`config.mk`:
```
export PLATFORM = sky130hd
export DESIGN_NAME = regfile_ctrl
export DESIGN_NICKNAME = d
export VERILOG_FILES = /design/src/rtl/regfile_pkg.sv /design/src/rtl/rr_arbiter2.sv /design/src/rtl/regfile_ctrl.sv
export SDC_FILE = /design/constraint.sdc
export NUM_CORES = 1
export LEC_CHECK = 0
export CAP_MARGIN = 20
export CORE_AREA = 2 2 105 107
export CTS_CLUSTER_SIZE = 16
export DETAILED_ROUTE_END_ITERATION = 6
export DIE_AREA = 0 0 107 109
export GPL_TIMING_DRIVEN = 0
export MAX_ROUTING_LAYER = met4
export PLACE_DENSITY_LB_ADDON = 0.12
export SYNTH_ARGS = -nofsm -noshare
export SYNTH_HDL_FRONTEND = slang
export SYNTH_SLANG_ARGS = --single-unit
export TNS_END_PERCENT = 1
```
`constraint.sdc`:
```
create_clock -name clk -period 3.3 [get_ports clk]
set_input_delay 0.495 -clock clk [delete_from_list [all_inputs] [get_ports clk]]
set_output_delay 0.495 -clock clk [all_outputs]
set_load 0.005 [all_outputs]
```
`src/rtl/regfile_pkg.sv`:
```
// Shared widths and types for the register-file access controller.
package regfile_pkg;

    localparam int unsigned DATA_W   = 32;
    localparam int unsigned ADDR_W   = 4;
    localparam int unsigned NUM_REGS = 16;

    typedef logic [3:0] reg_addr_t;

    typedef enum logic {
        WB_ALU  = 1'b0,
        WB_LOAD = 1'b1
    } wb_port_e;

endpackage

```
`src/rtl/rr_arbiter2.sv`:
```
// Two-requester round-robin arbiter with a registered last-grant pointer.
// Grant is combinational from req and state; the pointer moves only on a grant.
module rr_arbiter2
    import regfile_pkg::*;
(
    input  logic       clk,
    input  logic       reset,
    input  logic [1:0] req,
    output logic [1:0] gnt,
    output logic       gnt_valid,
    output wb_port_e   gnt_port
);

    wb_port_e last_q;
    wb_port_e last_d;

    always_comb begin
        gnt_valid = |req;
        gnt_port  = WB_ALU;
        if (req[0] && req[1]) begin
            gnt_port = (last_q == WB_ALU) ? WB_LOAD : WB_ALU;
        end else if (req[1]) begin
            gnt_port = WB_LOAD;
        end

        gnt = 2'b00;
        if (gnt_valid) begin
            gnt = (gnt_port == WB_LOAD) ? 2'b10 : 2'b01;
        end

        last_d = gnt_valid ? gnt_port : last_q;
    end

    // Reset to the load port so the ALU wins the first contention.
    always_ff @(posedge clk) begin
        if (reset) begin
            last_q <= WB_LOAD;
        end else begin
            last_q <= last_d;
        end
    end

endmodule

```
`src/rtl/regfile_ctrl.sv`:
```
// Register-file access controller: write-port arbitration, destination scoreboard, hazard stall.
// Define REGFILE_CTRL_BYPASS_EN to forward same-cycle write data instead of stalling.
module regfile_ctrl
    import regfile_pkg::*;
(
    input  logic              clk,
    input  logic              reset,
    input  logic              flush,

    input  logic              rd_req_valid,
    output logic              rd_req_ready,
    input  reg_addr_t         rd_addr_a,
    input  reg_addr_t         rd_addr_b,
    input  logic              rsv_en,
    input  reg_addr_t         rsv_addr,
    output logic              rd_resp_valid,
    output logic [DATA_W-1:0] rd_data_a,
    output logic [DATA_W-1:0] rd_data_b,

    input  logic              wb0_valid,
    output logic              wb0_ready,
    input  reg_addr_t         wb0_addr,
    input  logic [DATA_W-1:0] wb0_data,

    input  logic              wb1_valid,
    output logic              wb1_ready,
    input  reg_addr_t         wb1_addr,
    input  logic [DATA_W-1:0] wb1_data,

    output logic              rf_enable_n,
    output logic              rf_write_en,
    output reg_addr_t         rf_write_addr,
    output logic [DATA_W-1:0] rf_write_data,
    output reg_addr_t         rf_read_addr_a,
    output reg_addr_t         rf_read_addr_b,
    input  logic [DATA_W-1:0] rf_read_data_a,
    input  logic [DATA_W-1:0] rf_read_data_b
);

    logic [1:0]          gnt;
    logic                wr_valid;
    wb_port_e            wr_port;
    reg_addr_t           wr_addr;
    logic [DATA_W-1:0]   wr_data;

    logic [NUM_REGS-1:0] pending_q;
    logic [NUM_REGS-1:0] pending_d;
    logic [NUM_REGS-1:0] clr_mask;
    logic [NUM_REGS-1:0] set_mask;
    logic [NUM_REGS-1:0] pend_src;

    logic                src_hazard;
    logic                waw_hazard;
    logic                rd_accept;
    logic                resp_valid_q;

    rr_arbiter2 u_arb (
        .clk       (clk),
        .reset     (reset),
        .req       ({wb1_valid, wb0_valid}),
        .gnt       (gnt),
        .gnt_valid (wr_valid),
        .gnt_port  (wr_port)
    );

    assign wb0_ready = gnt[0];
    assign wb1_ready = gnt[1];

    always_comb begin
        wr_addr = wb0_addr;
        wr_data = wb0_data;
        if (wr_port == WB_LOAD) begin
            wr_addr = wb1_addr;
            wr_data = wb1_data;
        end
    end

    assign rf_write_en    = wr_valid;
    assign rf_write_addr  = wr_addr;
    assign rf_write_data  = wr_data;
    assign rf_read_addr_a = rd_addr_a;
    assign rf_read_addr_b = rd_addr_b;

    always_comb begin
        clr_mask = '0;
        if (wr_valid) begin
            clr_mask[wr_addr] = 1'b1;
        end
    end

`ifdef REGFILE_CTRL_BYPASS_EN
    // A source being written this cycle is forwarded next cycle, so it no longer blocks.
    assign pend_src   = pending_q & ~clr_mask;
    assign src_hazard = pend_src[rd_addr_a] | pend_src[rd_addr_b];
`else
    assign pend_src   = pending_q;
    assign src_hazard = pend_src[rd_addr_a] | pend_src[rd_addr_b] |
                        (wr_valid && (wr_addr != '0) &&
                         ((wr_addr == rd_addr_a) || (wr_addr == rd_addr_b)));
`endif

    assign waw_hazard   = rsv_en & pending_q[rsv_addr];
    assign rd_req_ready = ~(src_hazard | waw_hazard | flush);
    assign rd_accept    = rd_req_valid & rd_req_ready;
    assign rf_enable_n  = ~(rd_accept | wr_valid);

    always_comb begin
        set_mask = '0;
        if (rd_accept && rsv_en && (rsv_addr != '0)) begin
            set_mask[rsv_addr] = 1'b1;
        end
    end

    // Set is applied after clear so a same-cycle reserve of the written register wins.
    always_comb begin
        pending_d = (pending_q & ~clr_mask) | set_mask;
        if (flush) begin
            pending_d = '0;
        end
        pending_d[0] = 1'b0;
    end

    always_ff @(posedge clk) begin
        if (reset) begin
            pending_q    <= '0;
            resp_valid_q <= 1'b0;
        end else begin
            pending_q    <= pending_d;
            resp_valid_q <= rd_accept;
        end
    end

    assign rd_resp_valid = resp_valid_q;

`ifdef REGFILE_CTRL_BYPASS_EN
    logic              byp_a_q;
    logic              byp_b_q;
    logic [DATA_W-1:0] byp_data_q;
    logic              wr_live;

    // The register file returns the pre-write value, so the write data is captured here.
    assign wr_live = wr_valid && (wr_addr != '0);

    always_ff @(posedge clk) begin
        if (reset) begin
            byp_a_q    <= 1'b0;
            byp_b_q    <= 1'b0;
            byp_data_q <= '0;
        end else begin
            byp_a_q    <= rd_accept && wr_live && (wr_addr == rd_addr_a);
            byp_b_q    <= rd_accept && wr_live && (wr_addr == rd_addr_b);
            byp_data_q <= wr_data;
        end
    end

    assign rd_data_a = byp_a_q ? byp_data_q : rf_read_data_a;
    assign rd_data_b = byp_b_q ? byp_data_q : rf_read_data_b;
`else
    assign rd_data_a = rf_read_data_a;
    assign rd_data_b = rf_read_data_b;
`endif

endmodule

```
After elaboration in Yosys (flattened, before gate mapping)

Cells that the tools add are included.

Multiplexer cells: 19
Bitwise gates (word level): 12
Reductions and logical operators: 12
Equality and inequality tests: 2
$lt $le $gt $ge: 6

Operator list:

| cell                 | number |
|---|---|
| $mux W16             | 2 |
| $mux W32             | 1 |
| $lt A4 B5 Y1 const B | 4 |
| $and A16 B16 Y16     | 1 |
| $not A16 Y16         | 1 |
| $or A16 B16 Y16      | 1 |
| $bmux W1 S4          | 3 |
| $demux W1 S4         | 2 |
| $eq A4 B4 Y1         | 2 |
| $ge A4 B1 Y1 const B | 2 |
| $mux W1              | 8 |
| $reduce_bool A4 Y1   | 2 |
| $logic_and A1 B1 Y1  | 7 |
| $or A1 B1 Y1         | 5 |
| $mux W2              | 2 |
| $mux W4              | 1 |
| $reduce_or A2 Y1     | 2 |
| $and A1 B1 Y1        | 2 |
| $not A1 Y1           | 2 |
| $logic_or A1 B1 Y1   | 1 |

Output and inout port bits: 114
Bits of input ports: 155
Register bits after elaboration: 18
Logic and storage cells: 55

Depth between registers and ports, before layout

Gate-level depths: netlist of the first run.

Depth after elaboration: 15
Depth in mapped cells: 9
Gate-level depth less buffers: 7

Modules after synthesis

From an unflattened synthesis of the first run, not the netlist that was laid out.

Cell total of the unflattened synthesis: 255
Area, all modules: 2301.0 µm²

By module, submodules not included:

| module       | seq. area each (µm²) | times used | cells an instance | area each (µm²) |
|---|---|---|---|---|
| regfile_ctrl | 320.3                | 1          | 246               | 2233.4 |
| rr_arbiter2  | 20.0                 | 1          | 9                 | 67.6 |

Worst setup path before layout of the first run

No wires, ideal clock.

Kind: input to output
From: in wb1_valid
To: out rd_req_ready
Stages: 9
Slack: 648 ps
Buffers on the path: 2
Data required time: 2805 ps
Arrival time: 2157 ps
Cell sequence: a21bo_1 -> buf_6 -> inv_4 -> a2111oi_2 -> a221oi_1 -> o32a_1 -> o21ai_2 -> buf_6 -> inv_2

Word-level cells in the longest chain between the ends: 10
Elaborated cells on any way between the ends: 15
Classes of those cells: eq/ne: 2; mux: 3; bitwise: 4; reduce/logical: 6

RTL lines:

| what                                                      | RTL line                               | RTL |
|---|---|---|
| start: declaration                                        | regfile_ctrl.sv:25                     | `input logic wb1_valid,` |
| $mux W1 or $logic_and A1 B1 Y1 (tied branches)            | rr_arbiter2.sv:22, rr_arbiter2.sv:20   |  |
| $mux W1                                                   | rr_arbiter2.sv:20                      | `if (req[0] && req[1]) begin` |
| $mux W4                                                   | regfile_ctrl.sv:72                     | `if (wr_port == WB_LOAD) begin` |
| $eq A4 B4 Y1 or $reduce_bool A4 Y1 (tied branches)        | regfile_ctrl.sv:99, regfile_ctrl.sv:98 |  |
| $logic_or A1 B1 Y1 or $logic_and A1 B1 Y1 (tied branches) | regfile_ctrl.sv:99, regfile_ctrl.sv:98 |  |
| $logic_and A1 B1 Y1 (*)                                   | regfile_ctrl.sv:98                     | `(wr_valid && (wr_addr != '0) &&` |
| $or A1 B1 Y1 (*)                                          | regfile_ctrl.sv:97                     | `assign src_hazard = pend_src[rd_addr_a] \| pend_src[rd_addr_b] \|` |
| $or A1 B1 Y1 (*) (2 in a row)                             | regfile_ctrl.sv:103                    | `assign rd_req_ready = ~(src_hazard \| waw_hazard \| flush);` |
| $not A1 Y1 (*)                                            | regfile_ctrl.sv:103                    |  |
| end: declaration                                          | regfile_ctrl.sv:11                     | `output logic rd_req_ready,` |

Mark *: on every way between the ends. The rest lies on a longest branch, timed or not.

Worst setup path after layout of the first run

Ends and elaborated chain as after synthesis.

==> out/results.txt, run 1 <==
Via count = 3186
Clk_lat worst skew = 260 ps
RSZ-0062 raised after global routing = no
Non-Filler Instances = 707
Post-synth top flop = dfxtp_1
Routed wire length on met3 = 820 µm
First-pass GRT wire length = 15400 µm
Met2 wire len = 5180 µm
Largest net degree at the start of global routing = 11
Net switching power = 292 µW
Synth Area in Compound Gates = 0.180
Initial Utilization = 0.237
Tightest Pin Transition = 666 ps
Core Util, Final = 0.459
Dpl cell area = 0.00467 mm²
P&R area growth vs syn = 93.6%
Worst-path clk slew = 70 ps
Die Footprint = 0.0117 mm²
Synth unique cells = 50
Vias per cell = 4.51
Vias in the first global route = 2983
HPWL Detailed = 8650 µm
Antenna diodes = 0
Clock power share = 0.171
CTS Root Cell = clkbuf_8
PwrDens = 195 mW/mm²
DR WL/cell = 14.7 µm
Critical Path RT = 2800 ps
Worst slew margin = 0.550
Post-synth EDFFs = 0
Seq cells post-synth = 17
Post-synth ARST share = 0
DRT Pass-1 Iters = 4
Switching Share = 0.307
Syn. warnings = 0
Hold Path Sink = u_arb.last_q
Setup CP Type = primary input to output pin
Leak = 0.00208 µW
Grt ovf = 0
Net count, final = 723
Die W = 107 µm
Hold path startpoint = u_arb.last_q
Crit Reg-Reg Startpoint = u_arb.last_q
GR Util All Layers = 0.169
Highest Signal Layer = met4
Clock sinks = 17
Synth Area in Adders = 0
Fin crit period = 3230 ps
Worst R2R Setup Slack = 990 ps
Arr. time, crit path = 2730 ps
XOR/XNOR Fraction of Synth Area = 0.0139
Max Cap Violations = 0
Fmax = 0.310 GHz
Hold depth = 3
CP Capture Type = output pin
Reg2Reg Depth = 10
Mapped Cells = 359
Post-Route M1 WL = 4320 µm
Row Count = 38
Sequential power share = 0.218
Status = finished clean
CP startpoint kind = primary input
Final WS setup = 74.4 ps
Simple-Gate Fraction of Synth Area = 0.282
Final RePlAce weighted congestion = 0.862
Drt drc = 0
Final hold vios = 0
P_int = 660 µW
Worst vdd ir = 0.111 mV
Inst Count DP = 697
Synth top cells by count = nand2_1 (117), buf_4 (73), dfxtp_1 (17)
CTS Buf Count = 3
Post-synthesis mux area share = 0.119
CTS Buffer Depth = 2
Slew Viols, Final = 0
Seq/Total Area, Yosys = 0.135
Period utilization = 0.977
Layout cell share with drive strength beyond 1 = 0.219
Syn nets = 514
Final Cell Area = 0.00487 mm²
Starting DRT DRC Count = 145
Initial antenna violation count = 0
Final WL = 10400 µm
Main combinational cell family by area after synthesis = simple AND/OR/NAND/NOR gates
Final setup vio count = 0
Most frequent cell after synthesis = nand2_1
Synth top area cells = buf_4 (22%), nand2_1 (17%), dfxtp_1 (14%), mux4_2 (6.3%), mux2i_1 (3.6%)
Hold/Removal Path Class = flip-flop to flip-flop
Avg Inst Size Synth = 7.01 µm²
Share of the synthesized area in the top cell type = 0.218
Cell accounting for the most synthesized area = buf_4
Setup WS pre-CTS = -571 ps
Comb pwr share = 0.611
IO Count = 269
CTS tree = yes
Die height = 109 µm
Total Power = 952 µW
Number of port buffers = 198
Core Box Area = 0.0106 mm²
CP Max Fanout = 7
Antenna viol nets, final = 0
R2R Path End = pend_src[11]
Cell Area, Synth = 0.00251 mm²
Worst Clk Skew = 2.46 ps
CTS H-Tree Depth = 1
registers in the layout (all words and copies together) (netlist names):
| name | flops |
|---|---|
| pend_src | 15 |
| rd_resp_valid | 1 |
| u_arb.last_q | 1 |
worst max path at each step:
| stage | startpoint | to | slack (ps) | cells past startpoint |
|---|---|---|---|---|
| after floorplan | wb1_valid | rd_req_ready | 650 | 9 |
| after global placement | wb1_valid | rd_req_ready | -530 | 10 |
| after detailed placement | wb1_valid | rd_req_ready | -570 | 10 |
| after CTS | wb1_valid | rd_req_ready | -110 | 10 |
| after global routing | wb1_valid | rd_req_ready | 10 | 11 |
| final | wb1_valid | rd_req_ready | 70 | 11 |
power by group through the flow:
stage	registers (µW)	logic, µW	clock network [µW]
after floorplan	212	220	0
after global placement	212	552	0
after detailed placement	212	554	0
after CTS	208	578	164
after global routing	208	629	172
final	208	581	163
cell families (layout without fill, tap and decap cells):
family          count (synthesis)  count (layout)
simple gates                  159             159
buf+inv                       101             309
compound gates                 58              58
mux                            20              20
flops                          17              17
xor+xnor                        4               4
metrics by stage:
step	setup TNS (ps)	hold slack, ps
floorplan	0	482
global placement	-2340	504
detailed placement	-3140	514
CTS	-115	537
global route	0	581
finish	0	535
final cells by class:
type                            instances  area [µm²]
Sequential cell                        17         340
Inverter                               12        47.5
Clock buffer                            4        45.0
Tap cell                              140         175
Fill cell                            1062        5730
Multi-Input combinational cell        241        1570
Timing Repair Buffer                  204        2040
Buffer                                 89         648
placed cells by master (no fill, tap or decap), types with 2 or more instances in the layout:
cell               n
nor2b_1            9
clkbuf_2           6
buf_8              2
clkbuf_1           6
dlygate4sd2_1      4
dfxtp_1           17
clkbuf_8           3
inv_1             10
a31oi_1            3
mux4_2             7
mux2_2             2
clkdlybuf4s50_1  192
nor3b_1            3
mux2i_1            7
o21ai_2            9
nor3_1             5
o21ai_0           11
a221oi_1           3
dlymetal6s2s_1     2
and3_1             2
nand2b_1           2
buf_2              2
buf_4             78
a2111oi_4          2
nand2_1          116
mux2i_4            3
o211ai_1          10
nand3_1            5
and2_1             2
xor2_1             3
nor2_1             6
o221ai_1           3
o311ai_0           5
metal layers:
metal / vias to the layer above / GRT usage
met5: - / -
met4: 0 / 0.0343
met3: 7 / 0.0269
met2: 178 / 0.284
met1: 1426 / 0.216
li1: 1575 / -
what timing repair did:
| action | in CTS | in global routing |
|---|---|---|
| pin swaps | 5 | 4 |
| cloned | 0 | 0 |
| gates resized for setup | 21 | 8 |
| endpoints found under the setup margin | 30 | 16 |
| hold buffers | 0 | 0 |
| setup buffers | 4 | 2 |
worst max-delay path, stage by stage:
cell and delay (ps):
clkdlybuf4s50_1 480, a21bo_1 230, buf_8 150, buf_12 120
mux2i_4 190, o221ai_1 130, o32a_1 410, o21ai_4 230
buf_8 130, inv_2 20, dlymetal6s2s_1 140
Note: power is estimated with default switching activity, not from simulation.
==> inputs of run 2 (changes only) <==
--- a/config.mk
+++ b/config.mk
@@ -13,6 +13,7 @@
 export GPL_TIMING_DRIVEN = 0
 export MAX_ROUTING_LAYER = met4
 export PLACE_DENSITY_LB_ADDON = 0.12
+export SLEW_MARGIN = 20
 export SYNTH_ARGS = -nofsm -noshare
 export SYNTH_HDL_FRONTEND = slang
 export SYNTH_SLANG_ARGS = --single-unit
==> results of run 2 <==
No change in the layout: final DEF, timing and power equal those of run 1.
==> inputs of run 3 (changes only) <==
--- a/config.mk
+++ b/config.mk
@@ -13,7 +13,7 @@
 export GPL_TIMING_DRIVEN = 0
 export MAX_ROUTING_LAYER = met4
 export PLACE_DENSITY_LB_ADDON = 0.12
-export SLEW_MARGIN = 20
+export SLEW_MARGIN = 40
 export SYNTH_ARGS = -nofsm -noshare
 export SYNTH_HDL_FRONTEND = slang
 export SYNTH_SLANG_ARGS = --single-unit
==> results of run 3 <==
No change in the layout: final DEF, timing and power equal those of run 1.
